**src/rtl/si_bullet_pkg.sv**
```systemverilog
// Shared defaults and index helper for the player-bullet datapath.
package si_bullet_pkg;

    localparam int ROWS_DEF     = 8;
    localparam int COLS_DEF     = 16;
    localparam int TICK_MAX_DEF = 2500000;
    localparam int TICK_W_DEF   = 22;

    localparam int ROW_W = $clog2(ROWS_DEF);
    localparam int COL_W = $clog2(COLS_DEF);
    localparam int IDX_W = $clog2(ROWS_DEF * COLS_DEF);

    // Bitmap index of a playfield cell: row-major, row*cols+col.
    function automatic int cell_idx(input int row, input int col, input int cols);
        return row * cols + col;
    endfunction

endpackage

```
**src/rtl/si_tick_prescaler.sv**
```systemverilog
// Move-tick prescaler: free-runs while enabled, emits a one-cycle low pulse
// every TICK_MAX cycles, and is held at zero while disabled.
module si_tick_prescaler #(
    parameter int TICK_MAX = 2500000,
    parameter int TICK_W   = 22
) (
    input  logic clk,
    input  logic rst_n,
    input  logic en_n,
    output logic tick_n
);

    logic [TICK_W-1:0] cnt_q;

    // Count, wrap at TICK_MAX-1 and register the wrap as the tick pulse.
    always_ff @(posedge clk or negedge rst_n) begin
        if (!rst_n) begin
            cnt_q  <= '0;
            tick_n <= 1'b1;
        end else if (en_n) begin
            cnt_q  <= '0;
            tick_n <= 1'b1;
        end else if (cnt_q == TICK_W'(TICK_MAX - 1)) begin
            cnt_q  <= '0;
            tick_n <= 1'b0;
        end else begin
            cnt_q  <= cnt_q + 1'b1;
            tick_n <= 1'b1;
        end
    end

endmodule

```
**src/rtl/si_bullet_datapath.sv**
```systemverilog
// Player-bullet datapath: position register, move-tick prescaler and hit
// detection against the invader bitmap. Status lines feed the shoot FSM.
module si_bullet_datapath
    import si_bullet_pkg::*;
#(
    parameter int ROWS     = ROWS_DEF,
    parameter int COLS     = COLS_DEF,
    parameter int TICK_MAX = TICK_MAX_DEF,
    parameter int TICK_W   = TICK_W_DEF,
    localparam int RW      = $clog2(ROWS),
    localparam int CW      = $clog2(COLS),
    localparam int IW      = $clog2(ROWS * COLS)
) (
    input  logic              SI_BULLET_CLOCK_50,
    input  logic              SI_BULLET_RESET_InLow,
    input  logic              SI_BULLET_ENABLEC_InLow,
    input  logic              SI_BULLET_LOAD_InLow,
    input  logic              SI_BULLET_CLEAR_InLow,
    input  logic              SI_BULLET_CTLMUX_IN,
    input  logic [CW-1:0]     SI_BULLET_PLAYERCOL_IN,
    input  logic [ROWS*COLS-1:0] SI_BULLET_INVADERS_IN,
    output logic              SI_BULLET_COUNT1_OUTLow,
    output logic              SI_BULLET_COUNT7_OUTLow,
    output logic              SI_BULLET_BULLET_OUTLow,
    output logic              SI_BULLET_HIT_OUT,
    output logic [IW-1:0]     SI_BULLET_HITIDX_OUT,
    output logic [RW-1:0]     SI_BULLET_ROW_OUT,
    output logic [CW-1:0]     SI_BULLET_COL_OUT,
    output logic              SI_BULLET_ACTIVE_OUT
);

    logic          clk;
    logic          rst_n;
    logic [RW-1:0] row_q;
    logic [CW-1:0] col_q;
    logic [CW-1:0] launch_col;
    logic [IW-1:0] idx;
    logic          active;
    logic          overlap;
    logic          bullet_n_q;
    logic          hit_q;
    logic [IW-1:0] hitidx_q;

    assign clk   = SI_BULLET_CLOCK_50;
    assign rst_n = SI_BULLET_RESET_InLow;

    si_tick_prescaler #(
        .TICK_MAX (TICK_MAX),
        .TICK_W   (TICK_W)
    ) u_prescaler (
        .clk    (clk),
        .rst_n  (rst_n),
        .en_n   (SI_BULLET_ENABLEC_InLow),
        .tick_n (SI_BULLET_COUNT1_OUTLow)
    );

    // Player column clamped so a non-power-of-two COLS never yields an off-field index.
    always_comb begin
        launch_col = SI_BULLET_PLAYERCOL_IN;
        if (int'(SI_BULLET_PLAYERCOL_IN) > COLS - 1)
            launch_col = CW'(COLS - 1);
    end

    // Position register: clear beats load; stepping up saturates at the top row.
    always_ff @(posedge clk or negedge rst_n) begin
        if (!rst_n) begin
            row_q <= '0;
            col_q <= '0;
        end else if (!SI_BULLET_CLEAR_InLow) begin
            row_q <= '0;
            col_q <= '0;
        end else if (!SI_BULLET_LOAD_InLow) begin
            if (!SI_BULLET_CTLMUX_IN) begin
                row_q <= RW'(ROWS - 1);
                col_q <= launch_col;
            end else if (row_q != '0) begin
                row_q <= row_q - 1'b1;
            end
        end
    end

    assign active  = (row_q != '0);
    assign idx     = IW'(cell_idx(int'(row_q), int'(col_q), COLS));
    assign overlap = active && SI_BULLET_INVADERS_IN[idx];

    // Registered overlap; hit pulses only on the first cycle of a new overlap.
    always_ff @(posedge clk or negedge rst_n) begin
        if (!rst_n) begin
            bullet_n_q <= 1'b1;
            hit_q      <= 1'b0;
            hitidx_q   <= '0;
        end else begin
            bullet_n_q <= ~overlap;
            hit_q      <= overlap && bullet_n_q;
            if (overlap && bullet_n_q)
                hitidx_q <= idx;
        end
    end

    assign SI_BULLET_COUNT7_OUTLow = active;
    assign SI_BULLET_ACTIVE_OUT    = active;
    assign SI_BULLET_BULLET_OUTLow = bullet_n_q;
    assign SI_BULLET_HIT_OUT       = hit_q;
    assign SI_BULLET_HITIDX_OUT    = hitidx_q;
    assign SI_BULLET_ROW_OUT       = row_q;
    assign SI_BULLET_COL_OUT       = col_q;

endmodule
```
**config.mk**
```make
export PLATFORM = sky130hd
export DESIGN_NAME = si_bullet_datapath
export DESIGN_NICKNAME = d
export VERILOG_FILES = /design/src/rtl/si_bullet_pkg.sv /design/src/rtl/si_tick_prescaler.sv /design/src/rtl/si_bullet_datapath.sv
export SDC_FILE = /design/constraint.sdc
export NUM_CORES = 1
export LEC_CHECK = 0
export CAP_MARGIN = 30
export CORE_AREA = 2 2 77 108
export DETAILED_ROUTE_END_ITERATION = 8
export DIE_AREA = 0 0 79 110
export HOLD_SLACK_MARGIN = 0.15
export PLACE_DENSITY = 0.81
export SYNTH_ARGS = -nofsm -noshare
export SYNTH_HDL_FRONTEND = slang
export SYNTH_SLANG_ARGS = --single-unit
export TNS_END_PERCENT = 20
```
**constraint.sdc**
```tcl
create_clock -name SI_BULLET_CLOCK_50 -period 2.55 [get_ports SI_BULLET_CLOCK_50]
set_input_delay 0.51 -clock SI_BULLET_CLOCK_50 [delete_from_list [all_inputs] [get_ports SI_BULLET_CLOCK_50]]
set_output_delay 0.51 -clock SI_BULLET_CLOCK_50 [all_outputs]
set_load 0.05 [all_outputs]
```
==> flow_summary.ini <==
[logic_synthesis]
syn-cell-area_um2 = 3010
synth.area.top_cells = dfrtp_1, mux4_2, mux4_1, mux2i_1, nor2_1
synth_top_area_share_pct = 30.8
synthMostInstantiatedCell = dfrtp_1
avgSynthCellArea_um2 = 10.9
post-synth-top-area-cell = dfrtp_1
synth-seq-area-share_pct = 32.5
synth_cells = 275
ys_ff_latch = 39
syn_nets = 416
ys_types = 45
synth_edf_count = 0
synthArstFlopShare_pct = 100
synthFlopType = dfrtp_1
synth_common_cells = dfrtp_1, nor2_1, nand2_1, mux4_2, mux2i_1
ys_warn_count = 0

[clock_tree]
cts_hold_buf = 0
cts_buffers = 5
cts_tree = built
clock_latency_ns = 0.29
cts_max_path_buffers = 2
clock-root-buffer = clkbuf_8
path_clk_slew_ns = 0.07
h-tree-depth = 2
clock-sinks = 39

[global_routing]
grt_util_all_layers_pct = 21.5
use_met2_pct = 42.7
grt_pass1_vias = 2985
gr-total-overflow = 0
antenna_found_initial = 0
grt_pass1_wl_um = 14500
use_met1_pct = 21.4
busiest_layer = met2
met3_usage_pct = 6.35
grt_start_max_net_pins = 40

[critical_path]
slowest_delay_ns = 0.48
crit_path_top_delay_cell = mux4_2
path_common_cell = buf_12
critical_path_buf_inv_count = 3
path_class = register to register
crit_path_end_kind = register
critical_path_required_ns = 2.73
r2r_cells = 9
worstPathArrival_ns = 2.73
crit_fanout = 8
ff2ff_setup_slack_ns = -0.002
cp_num_cells = 9
cp_top_family = multiplexers
worstPathCellList = buf_12, buf_8, mux2i_1, mux4_2, a221oi_2, nand3_2, a41oi_4, buf_12, mux2_4
startpoint_type = register

[floorplanning]
die_y_um = 110
num_rows = 38
dieArea_um2 = 8690
fp.dieW_um = 79
ios = 157
coreArea_um2 = 7700
start_util_pct = 39.0

[timing]
slew_headroom_pct = 45.1
final_max_slew_viol_count = 0
fin_crit_ns = 2.55
setup_viol = 1
fmax_mhz = 392
worst_pin_slew_ns = 0.824
whs_ns = 0.311
rsz0062_at_grt = true
fin_crit_sh_pct = 100
hold_violations = 0
skew_ns = 0.00401
post-route-worst-setup-slack_ns = -0.00194

[final_layout]
utilization_pct = 64.4
antenna_cells = 0
area.growth.synth_to_final_pct = 65.1
multiInputGateArea_um2 = 1920
nets = 583
fill_cells = 612
drive_gt1_share_pct = 17.8
register_area_um2 = 990

[detailed_routing]
vias = 2873
via_per_inst = 5.29
totalWireLength_um = 9950
firstDrtPassIters = 4
drc = 0
first_iter_violations = 147
drtAntennaViolNets = 0
wl_per_cell_um = 18.3

[place]
gp_congestion = 0.806
hpwl_um = 7720
port-buffer-count = 156

[outcome]
violations = setup timing
outcome = finished with violations

[power]
power_switching_uw = 701
clockPowerShare_pct = 19.1
switching_share_pct = 33.8
irDropWorstVdd_uv = 454
p_per_area_nw_per_um2 = 418
leakage_uw = 0.00195
p_int_uw = 1370
p_comb_share_pct = 45.6
pwr-share-seq_pct = 35.3

[worst_hold_path]
hp-class = input pin to async pin

[flow_run]
maxCapViolCount = 0
cells in the final DEF (no fill, tap or decap), types with 3 or more instances in the layout:
cell             instances
nor4_2                   3
mux4_2                  20
dfrtp_2                  3
ha_1                     3
dlymetal6s2s_1           5
nor2_1                  33
and3_1                   4
mux2i_1                 18
nand4_1                  6
nand3_1                 13
xnor2_1                  7
nor2b_1                  5
buf_12                   6
and4_1                   3
buf_4                   18
nand2_1                 21
clkdlybuf4s50_1        145
dfrtp_1                 32
a21boi_0                 4
mux4_1                   7
clkbuf_8                 5
nor3_1                   6
mux2_4                   7
a21oi_1                  5
inv_1                    9
o21ai_0                  8
xor2_1                  13
cells by family after synthesis:
group,Yosys count,synth area share (%)
DFF,39,32.5
and+or+nand+nor,103,16.7
muxes,53,30.2
AOI/OAI and AO/OA,30,8.03
adders and majority gates,3,1.25
buffers and inverters,27,5.45
xor gates and xnor gates,20,5.83
final cells by class:
cell class	instances	area share, %
Timing Repair Buffer	178	36.6
Clock buffer	7	1.54
Tap cell	100	2.52
Sequential cell	39	19.9
Inverter	9	0.681
Multi-Input combinational cell	209	38.6
Clock inverter	1	0.101
path summary, 6_finish.rpt:
path / start / to
worst max-delay path: SI_BULLET_COL_OUT[1] / SI_BULLET_HITIDX_OUT[2]
worst min-delay path: SI_BULLET_RESET_InLow / u_prescaler.cnt_q[11]
worst max register to register: SI_BULLET_COL_OUT[1] / SI_BULLET_HITIDX_OUT[2]
worst min register to register: u_prescaler.cnt_q[0] / u_prescaler.cnt_q[0]
max in group asynchronous: SI_BULLET_RESET_InLow / SI_BULLET_COL_OUT[0]
min in group SI_BULLET_CLOCK_50: u_prescaler.cnt_q[0] / u_prescaler.cnt_q[0]
repair_timing:
item | 4_1_cts | 5_1_grt
gates resized for setup | 0 | 28
endpoints found under the setup margin | 0 | 7
buffers inserted | 0 | 12
power groups by stage:
stage | sequential, uW | combinational [uW] | clock (uW)
final | 731 | 945 | 396
after global routing | 739 | 998 | 438
after CTS | 730 | 879 | 415
after detailed placement | 741 | 873 | 0
after global placement | 741 | 862 | 0
after floorplan | 902 | 284 | 0
per-layer routing:
metal	share of wire (%)	wire length (um)
met2	55	5520
met5	0	0
met1	35	3470
met4	1.3	130
met3	8.3	830
through the flow:
stage / TNS, ns / worst slack [ns] / cells / instance area (um2) / power, uW
after detailed placement: -2.09 / -0.304 / 524 / 4700 / 1610
after global placement: -1.95 / -0.278 / 524 / 4700 / 1600
final: -0.00194 / -0.00194 / 543 / 4960 / 2070
after CTS: 0 / 0.00665 / 532 / 4780 / 2020
after global routing: -1.06 / -0.159 / 543 / 4960 / 2180
after floorplan: 0 / 0.00901 / 275 / 3010 / 1190
sequential cells by signal (all words and copies together) (netlist names):
register / flops
u_prescaler.tick_n: 1
SI_BULLET_COL_OUT: 4
SI_BULLET_HITIDX_OUT: 7
SI_BULLET_BULLET_OUTLow: 1
SI_BULLET_ROW_OUT: 3
u_prescaler.cnt_q: 22
SI_BULLET_HIT_OUT: 1
Power figures use the tool's default switching activity.
==> patch 1: new RTL, same settings <==
Register the input `SI_BULLET_LOAD_InLow` before use, without a reset. The logic sees it one clock later. The other inputs are not delayed to match.
--- a/src/rtl/si_bullet_datapath.sv
+++ b/src/rtl/si_bullet_datapath.sv
@@ -28,6 +28,12 @@
     output logic [CW-1:0]     SI_BULLET_COL_OUT,
     output logic              SI_BULLET_ACTIVE_OUT
 );
+
+    logic SI_BULLET_LOAD_InLow_q;
+
+    always_ff @(posedge SI_BULLET_CLOCK_50) begin
+        SI_BULLET_LOAD_InLow_q <= SI_BULLET_LOAD_InLow;
+    end
 
     logic          clk;
     logic          rst_n;
@@ -69,7 +75,7 @@
         end else if (!SI_BULLET_CLEAR_InLow) begin
             row_q <= '0;
             col_q <= '0;
-        end else if (!SI_BULLET_LOAD_InLow) begin
+        end else if (!SI_BULLET_LOAD_InLow_q) begin
             if (!SI_BULLET_CTLMUX_IN) begin
                 row_q <= RW'(ROWS - 1);
                 col_q <= launch_col;
Check against the original RTL: not equivalent (Yosys sat finds a counterexample within 4 cycles, from zero or initial values and one cycle with SI_BULLET_RESET_InLow low).
==> patch 1 against the unedited design <==
Die area did not move. Combinational power decreased by 2.5%. Utilization fell by 0.96 points. Worst hold slack gained 0.0081 ns. Wire length down 5.4%. Final area decreased by 1.5%. First-iteration DRC count fell by 48%. Area after synthesis grew 0.67%. Sequential cell count up 1. Total power is 5.1% higher. Worst setup slack better by 0.023 ns. Sequential power is 2% higher. Critical endpoint is now SI_BULLET_HITIDX_OUT[1]. Largest cell class unchanged.
==> patch 1: results (changes against the unedited design) <==
Logic synthesis:
- The number of unique standard cell types used by synthesis came to 46 (was 45).
- The adder-cell share of the synthesized area is 1.240% (was 1.248%).
- The yosys synthesis warning count is 0 (unchanged).
- The xor-xnor portion of the synthesized cell area is 5.788% (was 5.826%).
- The mux cell area share after synthesis came to 30.01% (was 30.21%).
- The fraction of synthesis flops using an asynchronous set or reset pin is 97.50% (was 100.0%).
- The fraction of the yosys area taken by sequential cells was 32.99% (was 32.54%).
- The synthesized instance count is 276 (was 275).
- Largest cells by area after synthesis: sky130_fd_sc_hd__dfrtp_1 (31%), sky130_fd_sc_hd__mux4_2 (14%), sky130_fd_sc_hd__mux4_1 (6.9%) (was sky130_fd_sc_hd__dfrtp_1 (31%), sky130_fd_sc_hd__mux4_2 (14%), sky130_fd_sc_hd__mux4_1 (7.0%)).
- The area fraction in compound gates after synthesis is 7.813% (was 8.032%).

Final layout:
- The post-route non-filler standard cell count came to 537 (was 543).
- The proportion of layout cells with a drive suffix above 1 is 15.56% (was 17.83%).
- The count of nets after finishing is 577 (was 583).

Setup path:
- The data arrival time of the critical path is 2.71 ns (was 2.73 ns).
- The highest fanout seen on the critical path is 20 (was 8).
- The critical path's largest stage delay is 0.53 ns (was 0.48 ns).

Pwr:
- The peak ir drop on the vdd network was 0.4206 mV (was 0.4536 mV).
- The cell internal power dissipation was 1.467 mW (was 1.371 mW).
- The leakage power summed over all cells came to 1.887 nW (was 1.954 nW).

Detailed routing:
- The wire length on met2 is 5010 um (was 5516 um).
- The wire length on met1 is 3339 um (was 3467 um).
- The average detailed-routed wire length per instance is 17.52 um (was 18.31 um).
- The detailed router's first-iteration violation count is 77 (was 147).
- The length of routed met3 wiring is 825 um (was 830 um).
- The via density per instance is 5.339 (was 5.291).

Clock tree:
- The level count of the clock H-tree is 2 (unchanged).

Global routing:
- The wire length of the first global-routing pass is 14650 um (was 14510 um).
- The overall routing resource usage is 21.31% (was 21.49%).
- The number of global-route vias before repair came to 3072 (was 2985).
- The pin count of the biggest net entering global routing was 40 (unchanged).

Place:
- The post-placement cell area is 4731 um2 (was 4697 um2).
- The worst setup slack after placement is -0.2650 ns (was -0.3044 ns).
- The number of placed cells counting well taps is 527 (was 524).
- The weighted congestion reported at the end of routability-driven placement was 0.8457 (was 0.8064).
- The half-perimeter wire length after placement is 7501 um (was 7723 um).

Outcome:
- Run status: complete, no violations (was complete, but fails checks).

Timing:
- The max-slew headroom at the worst pin was 43.83% (was 45.10%).
patch 1: cell type report:
type	count	area, um2
Clock buffer	5	68.82
Clock inverter	3	42.54
Sequential cell	40	1003
Tap cell	100	125.1
Multi-Input combinational cell	209	1882
Inverter	9	33.78
Fill cell	624	2813
Timing Repair Buffer	171	1734
patch 1: power by group through the flow:
stage	registers, mW	clock network [mW]	logic [mW]
after floorplan	0.927	0	0.285
after global placement	0.754	0	0.876
after detailed placement	0.755	0	0.889
after CTS	0.744	0.519	0.895
after global routing	0.753	0.546	0.972
final	0.745	0.511	0.921
patch 1: timing repair:
| item | 4_1_cts | 5_1_grt |
|---|---|---|
| buffers inserted | 0 | 2 |
| endpoints found under the setup margin | 0 | 7 |
| gates resized for setup | 0 | 5 |
patch 1: worst paths after layout:
kind	endpoint	slack [ns]	cells after the start
worst max-delay path	SI_BULLET_HITIDX_OUT[1]	0.02	8
worst min-delay path	u_prescaler.cnt_q[18]	0.32	1
worst max register to register	SI_BULLET_HITIDX_OUT[1]	0.02	8
worst min register to register	u_prescaler.cnt_q[0]	0.46	1
max in group asynchronous	SI_BULLET_COL_OUT[2]	1.66	1
min in group SI_BULLET_CLOCK_50	u_prescaler.cnt_q[0]	0.46	1
patch 1: logic make-up after synthesis:
group	count (synthesis)
and+or+nand+nor	104
muxes	53
DFF	40
AOI/OAI and AO/OA	29
buffers and inverters	27
xor gates and xnor gates	20
adders and majority gates	3
patch 1: stage by stage:
stage	total power, mW	setup TNS [ns]
floorplan	1.212	0
global route	2.271	-0.3293
global placement	1.630	-1.437
CTS	2.157	0
finish	2.177	0
detailed placement	1.645	-1.810
patch 1: per-layer routing:
layer  GRT usage, %  vias to the layer above
met5              0                        -
met4          7.143                        0
met3          5.375                       17
met2          40.56                      130
met1          22.72                     1372
li1               -                     1348
==> patch 2: new RTL, same flow settings <==
Without the edit above. Change the package constant `COLS_DEF` from 16 to 64.
--- a/src/rtl/si_bullet_pkg.sv
+++ b/src/rtl/si_bullet_pkg.sv
@@ -2,7 +2,7 @@
 package si_bullet_pkg;
 
     localparam int ROWS_DEF     = 8;
-    localparam int COLS_DEF     = 16;
+    localparam int COLS_DEF     = 64;
     localparam int TICK_MAX_DEF = 2500000;
     localparam int TICK_W_DEF   = 22;
 
Interface: changed (resized SI_BULLET_COL_OUT, SI_BULLET_HITIDX_OUT, SI_BULLET_INVADERS_IN and SI_BULLET_PLAYERCOL_IN); port bits go from 157 to 547. The function was not compared with the original's and may differ.
==> patch 2 against the unedited design <==
The flow now stops in I/O pin placement. Area after synthesis increased by 120%.
==> patch 2: results (changes against the unedited design) <==
Outcome:
- Run status: stopped before the end (was complete, but fails checks).
- The stopping stage is I/O pin placement.
- The tool reported: "[ERROR PPL-0024] Number of IO pins (547) exceeds maximum number of available positions (322). Increase the die perimeter from 378.00um to 743.92um".

Logic synthesis:
- The synthesized instance count is 599 (was 275).
- The post-synthesis net count is 1126 (was 416).
- The dominant synthesized flop cell is sky130_fd_sc_hd__dfrtp_1 (unchanged).
- The fraction of synthesis flops using an asynchronous set or reset pin is 100.0% (unchanged).
- The xor-xnor portion of the synthesized cell area came to 2.027% (was 5.826%).
- The number of synthesized flops with an enable pin is 0 (unchanged).
- The fraction of the yosys area taken by sequential cells is 16.64% (was 32.54%).
- The area fraction in compound gates after synthesis was 12.90% (was 8.032%).
- The yosys synthesis warning count is 0 (unchanged).
- The number of synthesized register bits is 43 (was 39).
- The adder-cell share of the synthesized area is 0.5793% (was 1.248%).
- The mux cell area share after synthesis is 48.16% (was 30.21%).
- Ranking of synthesized cells by instance count: sky130_fd_sc_hd__mux4_2 (97), sky130_fd_sc_hd__mux2i_1 (74), sky130_fd_sc_hd__nand2_1 (45) (was sky130_fd_sc_hd__dfrtp_1 (37), sky130_fd_sc_hd__nor2_1 (33), sky130_fd_sc_hd__nand2_1 (21)).
- The number of unique standard cell types used by synthesis is 63 (was 45).
- Largest cells by area after synthesis: sky130_fd_sc_hd__mux4_2 (34%), sky130_fd_sc_hd__dfrtp_1 (16%), sky130_fd_sc_hd__mux2i_1 (11%) (was sky130_fd_sc_hd__dfrtp_1 (31%), sky130_fd_sc_hd__mux4_2 (14%), sky130_fd_sc_hd__mux4_1 (7.0%)).

Die:
- The x dimension of the die was 79 um (unchanged).
[patch 2: cell types whose count changed after synthesis, sizes merged, moves of 8 or more]
cell,before,now
nor2b,5,16
a21oi,5,13
mux2i,18,74
mux4,27,98
nand3,14,24
nand2,21,45
buf,13,46
a22oi,2,29
a31oi,1,9
[patch 2: cell families after synthesis]
logic type / count (synthesis)
mux: 187
simple gates: 172
compound gates: 114
buf+inv: 65
flops: 43
xor+xnor: 15
fa+ha+maj: 3
